$ cat config.mk
export PLATFORM = sky130hd
export DESIGN_NAME = mem_arbiter_flat
export DESIGN_NICKNAME = d
export VERILOG_FILES = /design/src/rtl/mem_arbiter_if.sv /design/src/rtl/mem_arbiter.sv /design/src/flat_wrapper.sv
export SDC_FILE = /design/constraint.sdc
export NUM_CORES = 1
export LEC_CHECK = 0
export ABC_AREA = 0
export BUFFER_PORTS_ARGS = -buffer_cell sky130_fd_sc_hd__buf_2
export CAP_MARGIN = 40
export CORE_AREA = 2 2 131 133
export DETAILED_ROUTE_END_ITERATION = 10
export DIE_AREA = 0 0 133 135
export PLACE_DENSITY = 0.67
export SYNTH_ARGS = -nofsm -noshare
export SYNTH_HDL_FRONTEND = slang
export SYNTH_SLANG_ARGS = --single-unit
$ cat constraint.sdc
create_clock -name clk -period 5.25 [get_ports clk]
set_input_delay 1.05 -clock clk [delete_from_list [all_inputs] [get_ports clk]]
set_output_delay 1.05 -clock clk [all_outputs]
set_load 0.005 [all_outputs]
$ cat src/rtl/mem_arbiter_if.sv
// Bus bundle for mem_arbiter: fetch port, data port, memory port and stalls.
// master = arbiter view, slave = pipeline/memory view.
interface mem_arbiter_if #(
   parameter int AW = 32,
   parameter int DW = 32
);
   logic          i_req;
   logic [AW-1:0] i_addr;
   logic [DW-1:0] i_rdata;
   logic          i_ack;

   logic          d_req;
   logic          d_we;
   logic          d_size;
   logic [AW-1:0] d_addr;
   logic [DW-1:0] d_wdata;
   logic [DW-1:0] d_rdata;
   logic          d_ack;

   logic          m_req;
   logic          m_we;
   logic          m_size;
   logic [AW-1:0] m_addr;
   logic [DW-1:0] m_wdata;
   logic [DW-1:0] m_rdata;
   logic          m_ack;

   logic          stall_if;
   logic          stall_mem;

   modport master (
      input  i_req, i_addr, d_req, d_we, d_size, d_addr, d_wdata, m_rdata, m_ack,
      output i_rdata, i_ack, d_rdata, d_ack, m_req, m_we, m_size, m_addr, m_wdata,
             stall_if, stall_mem
   );

   modport slave (
      output i_req, i_addr, d_req, d_we, d_size, d_addr, d_wdata, m_rdata, m_ack,
      input  i_rdata, i_ack, d_rdata, d_ack, m_req, m_we, m_size, m_addr, m_wdata,
             stall_if, stall_mem
   );
endinterface

$ cat src/rtl/mem_arbiter.sv
// Fetch/data arbiter in front of a single-port variable-latency memory.
// Optional macro ARB_PERF_EN enables the saturating stall-cycle counters.
module mem_arbiter #(
   parameter int AW         = 32,
   parameter int DW         = 32,
   parameter int STARVE_LIM = 4,
   parameter int CW         = 3
) (
   input  logic          clk,
   input  logic          rst,
   mem_arbiter_if.master bus,
   output logic [31:0]   perf_i_wait,
   output logic [31:0]   perf_d_wait
);

   typedef enum logic [1:0] {IDLE, BUSY_I, BUSY_D, RESP} state_t;

   state_t        state;
   state_t        state_nxt;
   logic          grant_i;
   logic          grant_d;
   logic [CW-1:0] streak;
   logic          squash;

   always_ff @(posedge clk or posedge rst) begin
      if (rst) state <= IDLE;
      else     state <= state_nxt;
   end

   // Data wins ties unless fetch has already lost STARVE_LIM times in a row.
   always_comb begin
      state_nxt = state;
      grant_i   = 1'b0;
      grant_d   = 1'b0;
      unique case (state)
         IDLE: begin
            if (bus.d_req && !(bus.i_req && streak == CW'(STARVE_LIM))) begin
               grant_d   = 1'b1;
               state_nxt = BUSY_D;
            end else if (bus.i_req) begin
               grant_i   = 1'b1;
               state_nxt = BUSY_I;
            end
         end
         BUSY_I, BUSY_D: if (bus.m_ack) state_nxt = RESP;
         RESP:           state_nxt = IDLE;
         default:        state_nxt = IDLE;
      endcase
   end

   always_ff @(posedge clk or posedge rst) begin
      if (rst) begin
         streak      <= '0;
         squash      <= 1'b0;
         bus.i_ack   <= 1'b0;
         bus.d_ack   <= 1'b0;
         bus.i_rdata <= {DW{1'b0}};
         bus.d_rdata <= {DW{1'b0}};
         bus.m_req   <= 1'b0;
         bus.m_we    <= 1'b0;
         bus.m_size  <= 1'b0;
         bus.m_addr  <= {AW{1'b0}};
         bus.m_wdata <= {DW{1'b0}};
      end else begin
         bus.i_ack <= 1'b0;
         bus.d_ack <= 1'b0;

         if (!bus.i_req || grant_i) streak <= '0;
         else if (grant_d)          streak <= streak + 1'b1;

         if (grant_d) begin
            bus.m_req   <= 1'b1;
            bus.m_we    <= bus.d_we;
            bus.m_size  <= bus.d_size;
            bus.m_addr  <= bus.d_addr;
            bus.m_wdata <= bus.d_wdata;
         end
         if (grant_i) begin
            bus.m_req   <= 1'b1;
            bus.m_we    <= 1'b0;
            bus.m_size  <= 1'b0;
            bus.m_addr  <= bus.i_addr;
            bus.m_wdata <= {DW{1'b0}};
         end

         // A withdrawn fetch still finishes on memory but is never acknowledged.
         if (state == BUSY_I && !bus.i_req) squash <= 1'b1;
         if (state == RESP)                 squash <= 1'b0;

         if (bus.m_ack && state == BUSY_I) begin
            bus.m_req <= 1'b0;
            if (!squash && bus.i_req) begin
               bus.i_rdata <= bus.m_rdata;
               bus.i_ack   <= 1'b1;
            end
         end
         if (bus.m_ack && state == BUSY_D) begin
            bus.m_req <= 1'b0;
            bus.d_ack <= 1'b1;
            if (!bus.m_we) bus.d_rdata <= bus.m_rdata;
         end
      end
   end

   assign bus.stall_if  = bus.i_req & ~bus.i_ack;
   assign bus.stall_mem = bus.d_req & ~bus.d_ack;

`ifdef ARB_PERF_EN
   always_ff @(posedge clk or posedge rst) begin
      if (rst) begin
         perf_i_wait <= 32'd0;
         perf_d_wait <= 32'd0;
      end else begin
         if (bus.stall_if && perf_i_wait != 32'hFFFF_FFFF)  perf_i_wait <= perf_i_wait + 32'd1;
         if (bus.stall_mem && perf_d_wait != 32'hFFFF_FFFF) perf_d_wait <= perf_d_wait + 32'd1;
      end
   end
`else
   assign perf_i_wait = 32'd0;
   assign perf_d_wait = 32'd0;
`endif

endmodule

$ cat src/flat_wrapper.sv
// flat-port wrapper written by rule: the top's interface ports become plain ports
module mem_arbiter_flat 
#(
   parameter int AW         = 32,
   parameter int DW         = 32,
   parameter int STARVE_LIM = 4,
   parameter int CW         = 3
)
  (clk, rst, perf_i_wait, perf_d_wait, bus_i_req, bus_i_addr, bus_d_req, bus_d_we, bus_d_size, bus_d_addr, bus_d_wdata, bus_m_rdata, bus_m_ack, bus_i_rdata, bus_i_ack, bus_d_rdata, bus_d_ack, bus_m_req, bus_m_we, bus_m_size, bus_m_addr, bus_m_wdata, bus_stall_if, bus_stall_mem);
  mem_arbiter_if #(.AW(AW), .DW(DW)) bus_i ();
  input  logic clk;
  input  logic rst;
  output logic [31:0] perf_i_wait;
  output logic [31:0] perf_d_wait;
  input wire logic [$bits(bus_i.i_req)-1:0] bus_i_req;
  input wire logic [$bits(bus_i.i_addr)-1:0] bus_i_addr;
  input wire logic [$bits(bus_i.d_req)-1:0] bus_d_req;
  input wire logic [$bits(bus_i.d_we)-1:0] bus_d_we;
  input wire logic [$bits(bus_i.d_size)-1:0] bus_d_size;
  input wire logic [$bits(bus_i.d_addr)-1:0] bus_d_addr;
  input wire logic [$bits(bus_i.d_wdata)-1:0] bus_d_wdata;
  input wire logic [$bits(bus_i.m_rdata)-1:0] bus_m_rdata;
  input wire logic [$bits(bus_i.m_ack)-1:0] bus_m_ack;
  output wire logic [$bits(bus_i.i_rdata)-1:0] bus_i_rdata;
  output wire logic [$bits(bus_i.i_ack)-1:0] bus_i_ack;
  output wire logic [$bits(bus_i.d_rdata)-1:0] bus_d_rdata;
  output wire logic [$bits(bus_i.d_ack)-1:0] bus_d_ack;
  output wire logic [$bits(bus_i.m_req)-1:0] bus_m_req;
  output wire logic [$bits(bus_i.m_we)-1:0] bus_m_we;
  output wire logic [$bits(bus_i.m_size)-1:0] bus_m_size;
  output wire logic [$bits(bus_i.m_addr)-1:0] bus_m_addr;
  output wire logic [$bits(bus_i.m_wdata)-1:0] bus_m_wdata;
  output wire logic [$bits(bus_i.stall_if)-1:0] bus_stall_if;
  output wire logic [$bits(bus_i.stall_mem)-1:0] bus_stall_mem;
  assign bus_i.i_req = bus_i_req;
  assign bus_i.i_addr = bus_i_addr;
  assign bus_i.d_req = bus_d_req;
  assign bus_i.d_we = bus_d_we;
  assign bus_i.d_size = bus_d_size;
  assign bus_i.d_addr = bus_d_addr;
  assign bus_i.d_wdata = bus_d_wdata;
  assign bus_i.m_rdata = bus_m_rdata;
  assign bus_i.m_ack = bus_m_ack;
  assign bus_i_rdata = bus_i.i_rdata;
  assign bus_i_ack = bus_i.i_ack;
  assign bus_d_rdata = bus_i.d_rdata;
  assign bus_d_ack = bus_i.d_ack;
  assign bus_m_req = bus_i.m_req;
  assign bus_m_we = bus_i.m_we;
  assign bus_m_size = bus_i.m_size;
  assign bus_m_addr = bus_i.m_addr;
  assign bus_m_wdata = bus_i.m_wdata;
  assign bus_stall_if = bus_i.stall_if;
  assign bus_stall_mem = bus_i.stall_mem;
  mem_arbiter #(.AW(AW), .DW(DW), .STARVE_LIM(STARVE_LIM), .CW(CW)) u_core (.clk(clk), .rst(rst), .bus(bus_i), .perf_i_wait(perf_i_wait), .perf_d_wait(perf_d_wait));
endmodule
# Yosys cells after proc, flatten, opt, wreduce, memory -nomap -nowiden
# Index checks and enable logic that the tools add are counted.
[word_totals]
mem_bits_ro = 0
register_bits = 139
ram_bits = 0
in_bits = 135
latchBits = 0
memories = 0
output_inout_bits = 199
[op_classes]
n_lt_le_gt_ge = 0
n_reduce_logical = 19
eq_ne = 6
mux = 28
addsub = 1
n_div = 0
shifts = 0
bitwise = 5
n_mul = 0
[op_table]
columns = ["operator", "count"]
rows = [
  ["two-way mux 32 bit", 4],
  ["two-way mux 1 bit", 18],
  ["logical AND 1 bit", 6],
  ["two-way mux 2 bit", 3],
  ["two-way mux 3 bit", 2],
  ["one-hot mux 2 bit (3 select lines)", 1],
  ["AND reduction 2 bit", 3],
  ["nonzero test 2 bit", 3],
  ["equality test 2 bit (second input constant)", 2],
  ["nonzero test 4 bit", 1],
  ["adder 3 x 1 -> 3 bit (second input constant)", 1],
  ["equality test 3 bit (second input constant)", 1],
  ["zero test 1 bit", 3],
  ["inequality test 3 x 2 -> 1 bit (second input constant)", 1],
  ["inverter 1 bit", 3],
  ["AND 1 bit", 2],
  ["equality test 2 x 1 -> 1 bit (second input constant)", 1],
  ["zero test 2 bit", 1],
  ["inequality test 2 bit (second input constant)", 1],
  ["OR reduction 2 bit", 1],
  ["logical OR 1 bit", 1],
]

# Logic depth before layout (Yosys ltp)
[logic_depth]
word_depth = 10
ltp_mapped = 8
depth_no_buf = 5

# Worst setup path before layout
# Ideal clock, no wire load.
[synth_path]
kind = "input port to output port"
start = "input bus_d_req"
end = "output bus_stall_mem"
path_buffers = 1
path_stages = 2
t_arrival_ps = 1361
slack_ps = 2839
required_ps = 4200
path_cell_list = "buf_2 > nor2b_1"
[synth_between]
elab_chain_len = 1
[synth_lines]
columns = ["element", "line_no", "text"]
rows = [
  ["start: declaration", "flat_wrapper.sv:17", "input wire logic [$bits(bus_i.d_req)-1:0] bus_d_req;"],
  ["AND 1 bit", "mem_arbiter.sv:106", "assign bus.stall_mem = bus.d_req & ~bus.d_ack;"],
  ["end: declaration", "flat_wrapper.sv:34", "output wire logic [$bits(bus_i.stall_mem)-1:0] bus_stall_mem;"],
]
# Every way passes these cells.

# Worst setup path in the final report
[layout_path]
start = "input bus_i_req"
end = "output bus_stall_if"
[layout_between]
elab_chain_len = 1
[layout_lines]
columns = ["element", "line_no", "text"]
rows = [
  ["start: declaration", "flat_wrapper.sv:15", "input wire logic [$bits(bus_i.i_req)-1:0] bus_i_req;"],
  ["AND 1 bit", "mem_arbiter.sv:105", "assign bus.stall_if = bus.i_req & ~bus.i_ack;"],
  ["end: declaration", "flat_wrapper.sv:33", "output wire logic [$bits(bus_i.stall_if)-1:0] bus_stall_if;"],
]
# Every way passes these cells.

==> results by group <==
Status
  – Outcome: finished, final reports clean

Yosys
  – Top-count cell post-synth: dfrtp_1
  – Syn Inst Count: around 440
  – Yosys warns: 0
  – Synth unique cells: 31
  – Ys flop type: dfrtp_1
  – Synth top area share: 58.4%
  – Ranking of synthesized cells by area: dfrtp_1, mux2_2, buf_4
  – Async set or reset register ratio after synthesis: 100%
  – Post-Syn Area: 5950 sq um
  – Top cell type by total area after synthesis: dfrtp_1
  – Register bit count reported by yosys: 139
  – Commonest cells in the netlist: dfrtp_1, buf_4, mux2_2
  – Mean Syn Cell Area: ~14 sq um
  – Post-synth EDFFs: 0
  – Register area share after synthesis: between 50 and 60%

GRT
  – Met2 Usage GRT: about 27%
  – First-pass GRT wire length: ~23000 um
  – Vias in the first global route: 4357
  – Antenna violations before repair: 1
  – Global route overflow: 0
  – Global routing usage on met3: roughly 6.3%
  – GRT Util Overall: approximately 16%
  – Met1 usage in global routing: between 20% and 30%
  – Pin count of the biggest net entering global routing: a little over 70
  – Gr busiest metal: met2

Pwr
  – Comb pwr share: approximately a third
  – Sequential Power Share: 38.4%
  – Leak: 4.17 nW
  – Clock share of power: between 20% and 30%
  – Pwr dens: between 500 and 600 nW/um^2
  – Switch share: between 20 and 30%
  – Peak supply drop: between 0.0002 and 0.0003 V
  – Psw: between 1 and 1.5 mW
  – Cell Int Power: around 3.3 mW

Drt
  – Initial DRC count: roughly 190
  – Final ANT Viol Nets: 0
  – Final WL: approximately 15000 um
  – Mean routed wirelength per cell: about 16 um
  – Vias post-DR: ~4300
  – Vias/cell: between 4 and 5
  – DRC violations left: 0
  – Drt pass-1 iters: 4

Timing
  – Slew Limit Fails: 0
  – Final period util: about half
  – Setup TNS: 0 ns
  – Max Clock Skew: around 0.012 ns
  – Endpoints failing setup: 0
  – Worst slew pin tran: ~0.74 ns
  – Achievable frequency: ~380 MHz
  – Slew headroom: between 50% and 60%
  – Final hold vios: 0
  – Unrepaired setup endpoints after global routing: no
  – Tmin final: between 2 and 3 ns

Clocking
  – Gates resized, CTS repair: 0
  – Worst-path clk slew: 0.05 ns
  – Root buffer cell: clkbuf_16
  – CTS Hold Bufs: 0
  – Clk buf depth: 2
  – Worst skew pair latency: 0.41 ns
  – Htree depth: 4
  – CTS Buf Count: 17
  – Clock sinks: roughly 140
  – TritonCTS clock tree: done
  – Post-CTS setup buffers: 0

Setup path
  – CP max FO: 7
  – Crit-path slowest cell: buf_2
  – Crit path kind: in2out
  – Critical Path Start Type: input pin
  – Worst path required time: between 4 and 5 ns
  – Largest stage delay, worst path: 0.19 ns
  – Worst Path Arrival: 1.60 ns
  – Critical Path End Type: primary output
  – Cells along the critical path: buf_2 > inv_2 > nor2_1 > buf_2
  – Crit-path most repeated cell: buf_2

Placement
  – Hpwl dp: 10600 um
  – GPL Wtd Cong: between 0.7 and 0.8
  – Cell Area, Placed: about 7300 sq um
  – Port bufs: about 270

Floorplan
  – Boundary pin count: approximately 330
  – Chip width: 133 um
  – Die area: 18000 sq um
  – Initial core utilization: approximately 36%
  – Placeable core area: ~16000 sq um
  – Die Height: between 100 and 150 um
  – Num rows: 47

Layout
  – Area Growth Syn to Fin: 34.1%
  – Final Cell Area: between 7000 and 8000 sq um
  – Final #Nets: approximately 850
  – Share of cells above drive strength 1: 52.1%

Min path
  – Hold crit path type: reg2reg

Run
  – Total of max-cap violations: 0
==> worst max-delay path, delay by kind of cell <==
family	cells	cell delay, ns
simple gates	1	0.11
buf+inv	3	0.43
==> state kept, by name, summed over array words and instances (netlist names) <==
register,count
u_core.bus.d_rdata,32
u_core.bus.i_rdata,32
u_core.bus.m_addr,32
u_core.bus.m_wdata,32
u_core.streak,3
u_core.state,2
u_core.bus.d_ack,1
u_core.bus.i_ack,1
u_core.bus.m_req,1
u_core.bus.m_size,1
u_core.bus.m_we,1
u_core.squash,1
==> power by group through the flow <==
stage	registers, mW	logic [mW]	clock network (mW)
floorplan	1.86	0.892	0
global placement	1.82	1.60	0
detailed placement	1.82	1.65	0
CTS	1.82	1.65	1.32
global route	1.88	1.79	1.38
finish	1.81	1.62	1.29
==> final cells by class <==
type                    instances  area [sq um]
diodes                          1          2.50
multi-input cells             265          2090
inverters                      10          42.5
repair buffers                278          1460
well taps                     220           275
clock inverters                 9           159
flip-flops and latches        139          3480
clock buffers                  23           478
fillers                      1487          8420
==> per-stage QoR <==
stage / std cells / power, mW / worst slack [ns] / hold slack, ns / utilization (%)
floorplan: 504 / 2.75 / 0.475 / 0.454 / -
global placement: 909 / 3.42 / 2.21 / 0.475 / 44.4
detailed placement: 912 / 3.47 / 2.37 / 0.477 / 44.8
CTS: 944 / 4.79 / 2.58 / 0.493 / 48.7
global route: 944 / 5.04 / 2.54 / 0.502 / 48.7
finish: 945 / 4.73 / 2.60 / 0.490 / 48.7
==> path summary, 6_finish.rpt <==
kind / start / endpoint / slack (ns) / cells past startpoint
min in group asynchronous: rst / u_core.bus.d_rdata[25] / 0.59 / 2
worst min register to register: u_core.squash / u_core.squash / 0.49 / 2
worst max register to register: u_core.state[0] / u_core.bus.m_addr[26] / 2.78 / 7
max in group asynchronous: rst / u_core.bus.d_rdata[12] / 3.44 / 4
worst min-delay path: u_core.squash / u_core.squash / 0.49 / 2
worst max-delay path: bus_i_req / bus_stall_if / 2.60 / 4
==> kinds of logic after synthesis <==
| logic type | share of synthesized area, % |
|---|---|
| flops | 58.4 |
| fa+ha+maj | 1.26 |
| buf+inv | 11.0 |
| compound gates | 12.2 |
| other cells | 0.0630 |
| mux | 12.1 |
| simple gates | 4.96 |
==> per-layer routing <==
metal	vias up	wire length, um
met1	2121	6020
met5	-	0
met4	0	156
met2	190	7360
met3	15	1200
li1	1998	-
==> cells in the final DEF (no fill, tap or decap), types with 2 or more instances in the layout <==
| cell type | instances |
|---|---|
| conb_1 | 64 |
| a21oi_1 | 6 |
| nand2_1 | 3 |
| and2_1 | 14 |
| buf_4 | 6 |
| buf_2 | 269 |
| a22o_1 | 34 |
| a221o_1 | 32 |
| clkbuf_8 | 3 |
| mux2_2 | 63 |
| bufinv_16 | 4 |
| nand4b_1 | 2 |
| inv_1 | 8 |
| o21ai_0 | 2 |
| nor2_1 | 5 |
| inv_6 | 3 |
| and2_0 | 19 |
| buf_16 | 2 |
| ha_1 | 6 |
| clkbuf_1 | 3 |
| dfrtp_1 | 139 |
| nor3b_1 | 3 |
| clkbuf_16 | 17 |
Note: power is estimated with default switching activity, not from simulation.
